### config.mk
export PLATFORM = sky130hd
export DESIGN_NAME = uifdma_axi_wr
export DESIGN_NICKNAME = d
export VERILOG_FILES = /design/src/rtl/uifdma_pkg.sv /design/src/rtl/uifdma_burst_calc.sv /design/src/rtl/uifdma_axi_wr.sv
export SDC_FILE = /design/constraint.sdc
export NUM_CORES = 1
export LEC_CHECK = 0
export ABC_AREA = 1
export BUFFER_PORTS_ARGS = -buffer_cell sky130_fd_sc_hd__buf_2
export CAP_MARGIN = 20
export CORE_AREA = 5 5 144 146
export DETAILED_ROUTE_END_ITERATION = 7
export DIE_AREA = 0 0 149 151
export GPL_TIMING_DRIVEN = 0
export HOLD_SLACK_MARGIN = 0.1
export PLACE_DENSITY = 0.72
export REMOVE_ABC_BUFFERS = 1
export SYNTH_ARGS = -nofsm -noshare
export SYNTH_HDL_FRONTEND = slang
export SYNTH_SLANG_ARGS = --single-unit
### constraint.sdc
create_clock -name ui_clk -period 7.3 [get_ports ui_clk]
set_input_delay 0.73 -clock ui_clk [delete_from_list [all_inputs] [get_ports ui_clk]]
set_output_delay 0.73 -clock ui_clk [all_outputs]
set_load 0.01 [all_outputs]
### src/rtl/uifdma_pkg.sv
// Shared types and constants for the fdma AXI write engine.
// Holds the FSM state encoding, AXI field encodings and a small min helper.
package uifdma_pkg;

    typedef enum logic [1:0] {
        IDLE = 2'd0,
        AW   = 2'd1,
        W    = 2'd2,
        B    = 2'd3
    } state_t;

    localparam logic [1:0] AXI_BURST_INCR = 2'b01;
    localparam logic [1:0] AXI_RESP_OKAY  = 2'b00;
    localparam int         BOUNDARY_4K    = 4096;

    function automatic logic [16:0] min17(input logic [16:0] a, input logic [16:0] b);
        return (a < b) ? a : b;
    endfunction

endpackage

### src/rtl/uifdma_burst_calc.sv
// Combinational burst sizing: the largest burst allowed by the remaining
// beat count, the maximum burst length and the distance to the next 4 KB page.
module uifdma_burst_calc
    import uifdma_pkg::*;
#(
    parameter int MAX_BURST_LEN = 64,
    parameter int BYTES_LOG2    = 4
) (
    input  logic [11:0] addr_lo,
    input  logic [15:0] remaining,
    output logic [8:0]  beats
);

    logic [12:0] to_4k;
    logic [16:0] lim;

    // 13 bits so an address at offset 0 yields a full 4096-byte page
    always_comb begin
        to_4k = (13'(BOUNDARY_4K) - {1'b0, addr_lo}) >> BYTES_LOG2;
        lim   = min17({1'b0, remaining}, 17'(MAX_BURST_LEN));
        lim   = min17(lim, {4'b0, to_4k});
        beats = 9'(lim);
    end

endmodule

### src/rtl/uifdma_axi_wr.sv
// FDMA write engine: splits one (address, size) request into AXI4 INCR bursts,
// one outstanding at a time, popping beats from a first-word-fall-through buffer.
module uifdma_axi_wr
    import uifdma_pkg::*;
#(
    parameter int AXI_DATA_WIDTH = 128,
    parameter int AXI_ADDR_WIDTH = 32,
    parameter int MAX_BURST_LEN  = 64
) (
    input  logic                        ui_clk,
    input  logic                        ui_rst,
    input  logic [AXI_ADDR_WIDTH-1:0]   fdma_waddr,
    input  logic                        fdma_wareq,
    input  logic [15:0]                 fdma_wsize,
    output logic                        fdma_wbusy,
    input  logic [AXI_DATA_WIDTH-1:0]   fdma_wdata,
    output logic                        fdma_wvalid,
    input  logic                        fdma_wready,
    output logic                        fdma_wdone,
    output logic                        fdma_werr,
    output logic [AXI_ADDR_WIDTH-1:0]   M_AXI_AWADDR,
    output logic [7:0]                  M_AXI_AWLEN,
    output logic [2:0]                  M_AXI_AWSIZE,
    output logic [1:0]                  M_AXI_AWBURST,
    output logic                        M_AXI_AWVALID,
    input  logic                        M_AXI_AWREADY,
    output logic [AXI_DATA_WIDTH-1:0]   M_AXI_WDATA,
    output logic [AXI_DATA_WIDTH/8-1:0] M_AXI_WSTRB,
    output logic                        M_AXI_WLAST,
    output logic                        M_AXI_WVALID,
    input  logic                        M_AXI_WREADY,
    input  logic [1:0]                  M_AXI_BRESP,
    input  logic                        M_AXI_BVALID,
    output logic                        M_AXI_BREADY
);

    localparam int BYTES_LOG2 = $clog2(AXI_DATA_WIDTH / 8);

    state_t                      state;
    logic [15:0]                 remaining;
    logic [7:0]                  beat_cnt;
    logic [8:0]                  cur_beats;
    logic [AXI_ADDR_WIDTH-1:0]   next_addr;
    logic [15:0]                 next_remaining;
    logic [11:0]                 calc_addr;
    logic [15:0]                 calc_rem;
    logic [8:0]                  calc_beats;
    logic                        w_xfer;
    logic                        resp_err;
    logic                        unused_bresp;

    assign cur_beats      = {1'b0, M_AXI_AWLEN} + 9'd1;
    assign next_addr      = M_AXI_AWADDR + (AXI_ADDR_WIDTH'(cur_beats) << BYTES_LOG2);
    assign next_remaining = remaining - 16'(cur_beats);

    // The first burst is sized from the request itself, later ones from the advanced position
    assign calc_addr = (state == IDLE) ? fdma_waddr[11:0] : next_addr[11:0];
    assign calc_rem  = (state == IDLE) ? fdma_wsize       : next_remaining;

    uifdma_burst_calc #(
        .MAX_BURST_LEN (MAX_BURST_LEN),
        .BYTES_LOG2    (BYTES_LOG2)
    ) u_burst_calc (
        .addr_lo   (calc_addr),
        .remaining (calc_rem),
        .beats     (calc_beats)
    );

    assign M_AXI_AWSIZE  = 3'(BYTES_LOG2);
    assign M_AXI_AWBURST = AXI_BURST_INCR;
    assign M_AXI_WDATA   = fdma_wdata;
    assign M_AXI_WSTRB   = '1;
    assign M_AXI_WVALID  = (state == W) && fdma_wready;
    assign M_AXI_WLAST   = (state == W) && (beat_cnt == M_AXI_AWLEN);
    assign w_xfer        = M_AXI_WVALID && M_AXI_WREADY;
    assign fdma_wvalid   = w_xfer;

    // SLVERR and DECERR both carry bit 1; EXOKAY is treated as success
    assign resp_err      = M_AXI_BRESP[1] != AXI_RESP_OKAY[1];
    assign unused_bresp  = M_AXI_BRESP[0];

    always_ff @(posedge ui_clk) begin
        if (ui_rst) begin
            state         <= IDLE;
            remaining     <= '0;
            beat_cnt      <= '0;
            M_AXI_AWADDR  <= '0;
            M_AXI_AWLEN   <= '0;
            M_AXI_AWVALID <= 1'b0;
            M_AXI_BREADY  <= 1'b0;
            fdma_wbusy    <= 1'b0;
            fdma_wdone    <= 1'b0;
            fdma_werr     <= 1'b0;
        end else begin
            fdma_wdone <= 1'b0;
            case (state)
                IDLE: begin
                    if (fdma_wareq) begin
                        fdma_werr <= 1'b0;
                        if (fdma_wsize == 16'd0) begin
                            fdma_wdone <= 1'b1;
                        end else begin
                            M_AXI_AWADDR  <= fdma_waddr;
                            M_AXI_AWLEN   <= 8'(calc_beats - 9'd1);
                            M_AXI_AWVALID <= 1'b1;
                            remaining     <= fdma_wsize;
                            fdma_wbusy    <= 1'b1;
                            state         <= AW;
                        end
                    end
                end
                AW: begin
                    if (M_AXI_AWREADY) begin
                        M_AXI_AWVALID <= 1'b0;
                        beat_cnt      <= '0;
                        state         <= W;
                    end
                end
                W: begin
                    if (w_xfer) begin
                        beat_cnt <= 8'(beat_cnt + 8'd1);
                        if (M_AXI_WLAST) begin
                            M_AXI_BREADY <= 1'b1;
                            state        <= B;
                        end
                    end
                end
                B: begin
                    if (M_AXI_BVALID) begin
                        M_AXI_BREADY <= 1'b0;
                        remaining    <= next_remaining;
                        if (resp_err) begin
                            fdma_werr <= 1'b1;
                        end
                        if (next_remaining != 16'd0) begin
                            M_AXI_AWADDR  <= next_addr;
                            M_AXI_AWLEN   <= 8'(calc_beats - 9'd1);
                            M_AXI_AWVALID <= 1'b1;
                            state         <= AW;
                        end else begin
                            fdma_wbusy <= 1'b0;
                            fdma_wdone <= 1'b1;
                            state      <= IDLE;
                        end
                    end
                end
                default: state <= IDLE;
            endcase
        end
    end

endmodule

==> results.txt <==
The overall die area came out at 22500 µm². Of the total power, the share spent switching nets is 0.527. The number of buffers inserted by hold repair at cts is 0. The number of antenna violations at the first check in global routing is 6.

In this run the register-to-register setup slack is 1680 ps. The area fraction of the dominant cell type after synthesis is 0.201. The final-layout fill cell count came out at 2118.

The distinct cell type count of the synthesized netlist came out at 51. STA classifies the critical path endpoint as a flip-flop. The clock tree from TritonCTS is built. The number of warning messages in the yosys log came out at 0. The number of clock buffers added by TritonCTS is 9. Setup slack closes at 1680 ps. The number of global-route vias before repair is 6321. The power share of the clock group is 0.145.

In the final design database the tool counted 1268 nets. The final estimated routing congestion in global placement is 0.985. The number of routed nets with antenna violations came out at 0. In this run the static leakage power is 3.46 nW.

The layout cell share with drive strength beyond 1 is 0.170. Counting flops and latches in the post-synthesis netlist gives 71. Tracing the worst setup path back leads to its startpoint at state[1].

The sequential-to-total area share from yosys stat came out at 0.201. The flow ran to the end, and the final reports show no timing, DRC or antenna violations. The H-tree depth reported by CTS came out at 3.

Summed over all layers, the routed wires come to 38900 µm. For this run, design rule violations remaining after detail routing come to 0. Internal power comes to 1.65 mW. The count of boundary I/O pins came out at 382. CTS placed an instance of clkbuf_16 at the clock tree root. The endpoint required time on the critical path came out at 7550 ps.

The share of total power dissipated in sequential elements is 0.197. Static timing analysis puts the maximum clock frequency at 178 MHz. The final period utilization came out at 0.770.

The clock period minus final worst setup slack came out at 5620 ps. After floorplanning, the core was sized to cover 19300 µm². Grouping stages by cell kind, the critical path spends the most delay in simple AND/OR/NAND/NOR gates. The synthesis-to-layout area growth is 1.82%. The cell that appears most often on the critical path is nand2_1.

dfxtp_1 takes more of the synthesized area than any other cell. The fraction of the mapped netlist area in compound gates came out at 0.144. Among all cell types in the netlist, the one instantiated most often is nand2_1. The effective utilization at floorplan came out at 0.367. The number of sinks handled by clock tree synthesis is 71. The synthesized instance count came out at 1090.

By area the synthesized netlist is led by dfxtp_1, buf_4, nand2_1. The slowest stage of the critical path belongs to the cell ha_1. Detailed placement finished with a half-perimeter wire length of 34000 µm. Clock latency on the worst-skew pair, taken at its later pin, is 360 ps. The maximum count of clock buffers along a single path is 2. For this design the total switching power over the nets is 1.83 mW. The aggregate global-route resource usage is 0.334. The detail-routed via count per cell is 5.30.

The path class of the tightest hold or removal check is flip-flop to flip-flop. The first routing iteration left 532 violations. Max-cap violations in this run came to 0. The worst stage delay on the critical path came out at 870 ps. The global-route wire length before repair came out at 51500 µm. The combinational power share came out at 0.658. The detailed-routing iteration count for the pre-antenna-repair pass is 5.

The pre-CTS worst setup slack is 1730 ps. The peak ir drop on the vdd network is 276 µV. The count of flip-flops with a built-in enable after synthesis came out at 0.

Measured against its own limit, the worst slew margin works out to 0.293. The dominant combinational cell family by area after synthesis is simple AND/OR/NAND/NOR gates. The launching element type of the critical path is a flip-flop. The adder-cell share of the synthesized area came out at 0.0641. The endpoint arrival time on the critical path came out at 5870 ps. The critical path is of the flip-flop to flip-flop type. The critical path buffer and inverter count is 6. Setup violations remaining at the end of the flow were counted as 0. The simple-gate portion of the synthesized area came out at 0.299. The final global-route overflow total is 0.

Setup repair after global routing left no endpoint under its margin. The aggregate negative setup slack is 0 ps. Hold is met by 484 ps. After detailed routing, the average wire length per cell comes to 29.5 µm. In the synthesized netlist, the cells that appear most often are nand2_1, buf_4, inv_1, nor2_1, dfxtp_1. After clock tree synthesis, the clock-pin slew on the worst setup and hold paths is 60 ps. The actual slew at the worst max-slew pin came out at 1060 ps. The share of synthesized flip-flops with an asynchronous set or reset is 0. Once the clock tree was built, the resizer swapped 0 gates to a different size. Power spread over the standard cell area amounts to 484 nW/µm². The number of pins exceeding their max-slew limit in the final report was 0. The mux contribution to synthesized area is 0.00567. Measured along the y axis, the die boundary spans 151 µm. For this run, the leading register cell type out of synthesis is dfxtp_1. The startpoint identified for the worst register-to-register timing path is state[1]. Of all nets on the critical path, the largest fanout is 26. The cell area after synthesis is 7070 µm².

The hold violation total from the final report came to 0. The die boundary width came out at 149 µm. Entering global routing, the biggest net connects 39 pins. The mean instance size in the synthesized netlist is 6.48 µm². The clock arrives with 7.37 ps of skew. The number of I/O port buffers came out at 103. The floorplan has 51 rows. Detailed routing inserted a total of 7005 vias. The xor/xnor share of the synthesized area is 0.0459. After clock tree synthesis, the setup repair step added 0 buffers. The worst hold path begins at remaining[0].
==> cells by family (layout without fill, tap and decap cells) <==
group,count (synthesis),after routing
AOI/OAI and AO/OA,174,174
xor gates and xnor gates,37,37
adders and majority gates,35,35
buffers and inverters,302,244
DFF,71,71
muxes,4,4
other,2,26
and+or+nand+nor,465,465
==> worst paths after layout <==
path / to / cells past startpoint
worst max-delay path: M_AXI_AWLEN[6] / 32
worst min-delay path: remaining[0] / 2
worst max register to register: M_AXI_AWLEN[6] / 32
worst min register to register: remaining[0] / 2
==> flip-flops by register name, summed over array words and instances (netlist names) <==
name	cells
remaining	16
state	2
fdma_wdone	1
M_AXI_AWLEN	8
fdma_werr	1
fdma_wbusy	1
M_AXI_AWADDR	32
M_AXI_BREADY	1
beat_cnt	8
M_AXI_AWVALID	1
==> per-layer routing <==
metal / track usage / vias to the layer above / routed length, µm
li1: - / 3292 / -
met1: 0.245 / 3104 / 10100
met2: 0.537 / 524 / 17400
met3: 0.358 / 71 / 8990
met4: 0.152 / 14 / 2090
met5: 0.118 / - / 346
==> area by class of cell <==
type	count	area, µm²	share of cell area
multi-input cells	738	4030	0.560
flip-flops and latches	71	1420	0.198
repair buffers	107	618	0.0859
inverters	121	454	0.0631
well taps	265	332	0.0461
clock buffers	11	253	0.0351
clock inverters	5	80.1	0.0111
diodes	3	7.51	0.00104
==> stage by stage <==
stage                     instance area, µm²  utilization  instances  total power [mW]
after detailed placement                6830        0.354       1301              2.91
after global routing                    7190        0.373       1320              3.78
after CTS                               7160        0.372       1317              3.43
after floorplan                         5900            -        930              2.30
final                                   7200        0.373       1321              3.48
after global placement                  6750        0.350       1298              2.85
==> power by group through the flow <==
stage	clock [mW]	sequential (mW)	combinational [mW]
6_report	0.505	0.684	2.29
5_1_grt	0.529	0.705	2.55
4_1_cts	0.510	0.681	2.24
3_5_place_dp	0	0.687	2.22
3_3_place_gp	0	0.683	2.17
2_1_floorplan	0	0.695	1.61
==> tightest hold or removal path, stage by stage, from the launching register on <==
cell and delay [ps]:
dfxtp_1 300, inv_1 70, a211oi_1 60
==> layout by cell type (no fill, tap or decap), drive strengths merged, types with 12 or more instances in the layout <==
cell type	Yosys	final
nand2	252	252
nor2	100	100
nand4	15	15
o21ai	57	57
xor2	26	26
inv	120	120
dfxtp	71	71
a21oi	66	66
buf	154	107
a31oi	12	12
nand3	54	54
a211oi	13	13
conb	2	23
ha	33	33
(Power assumes the default switching activity.)
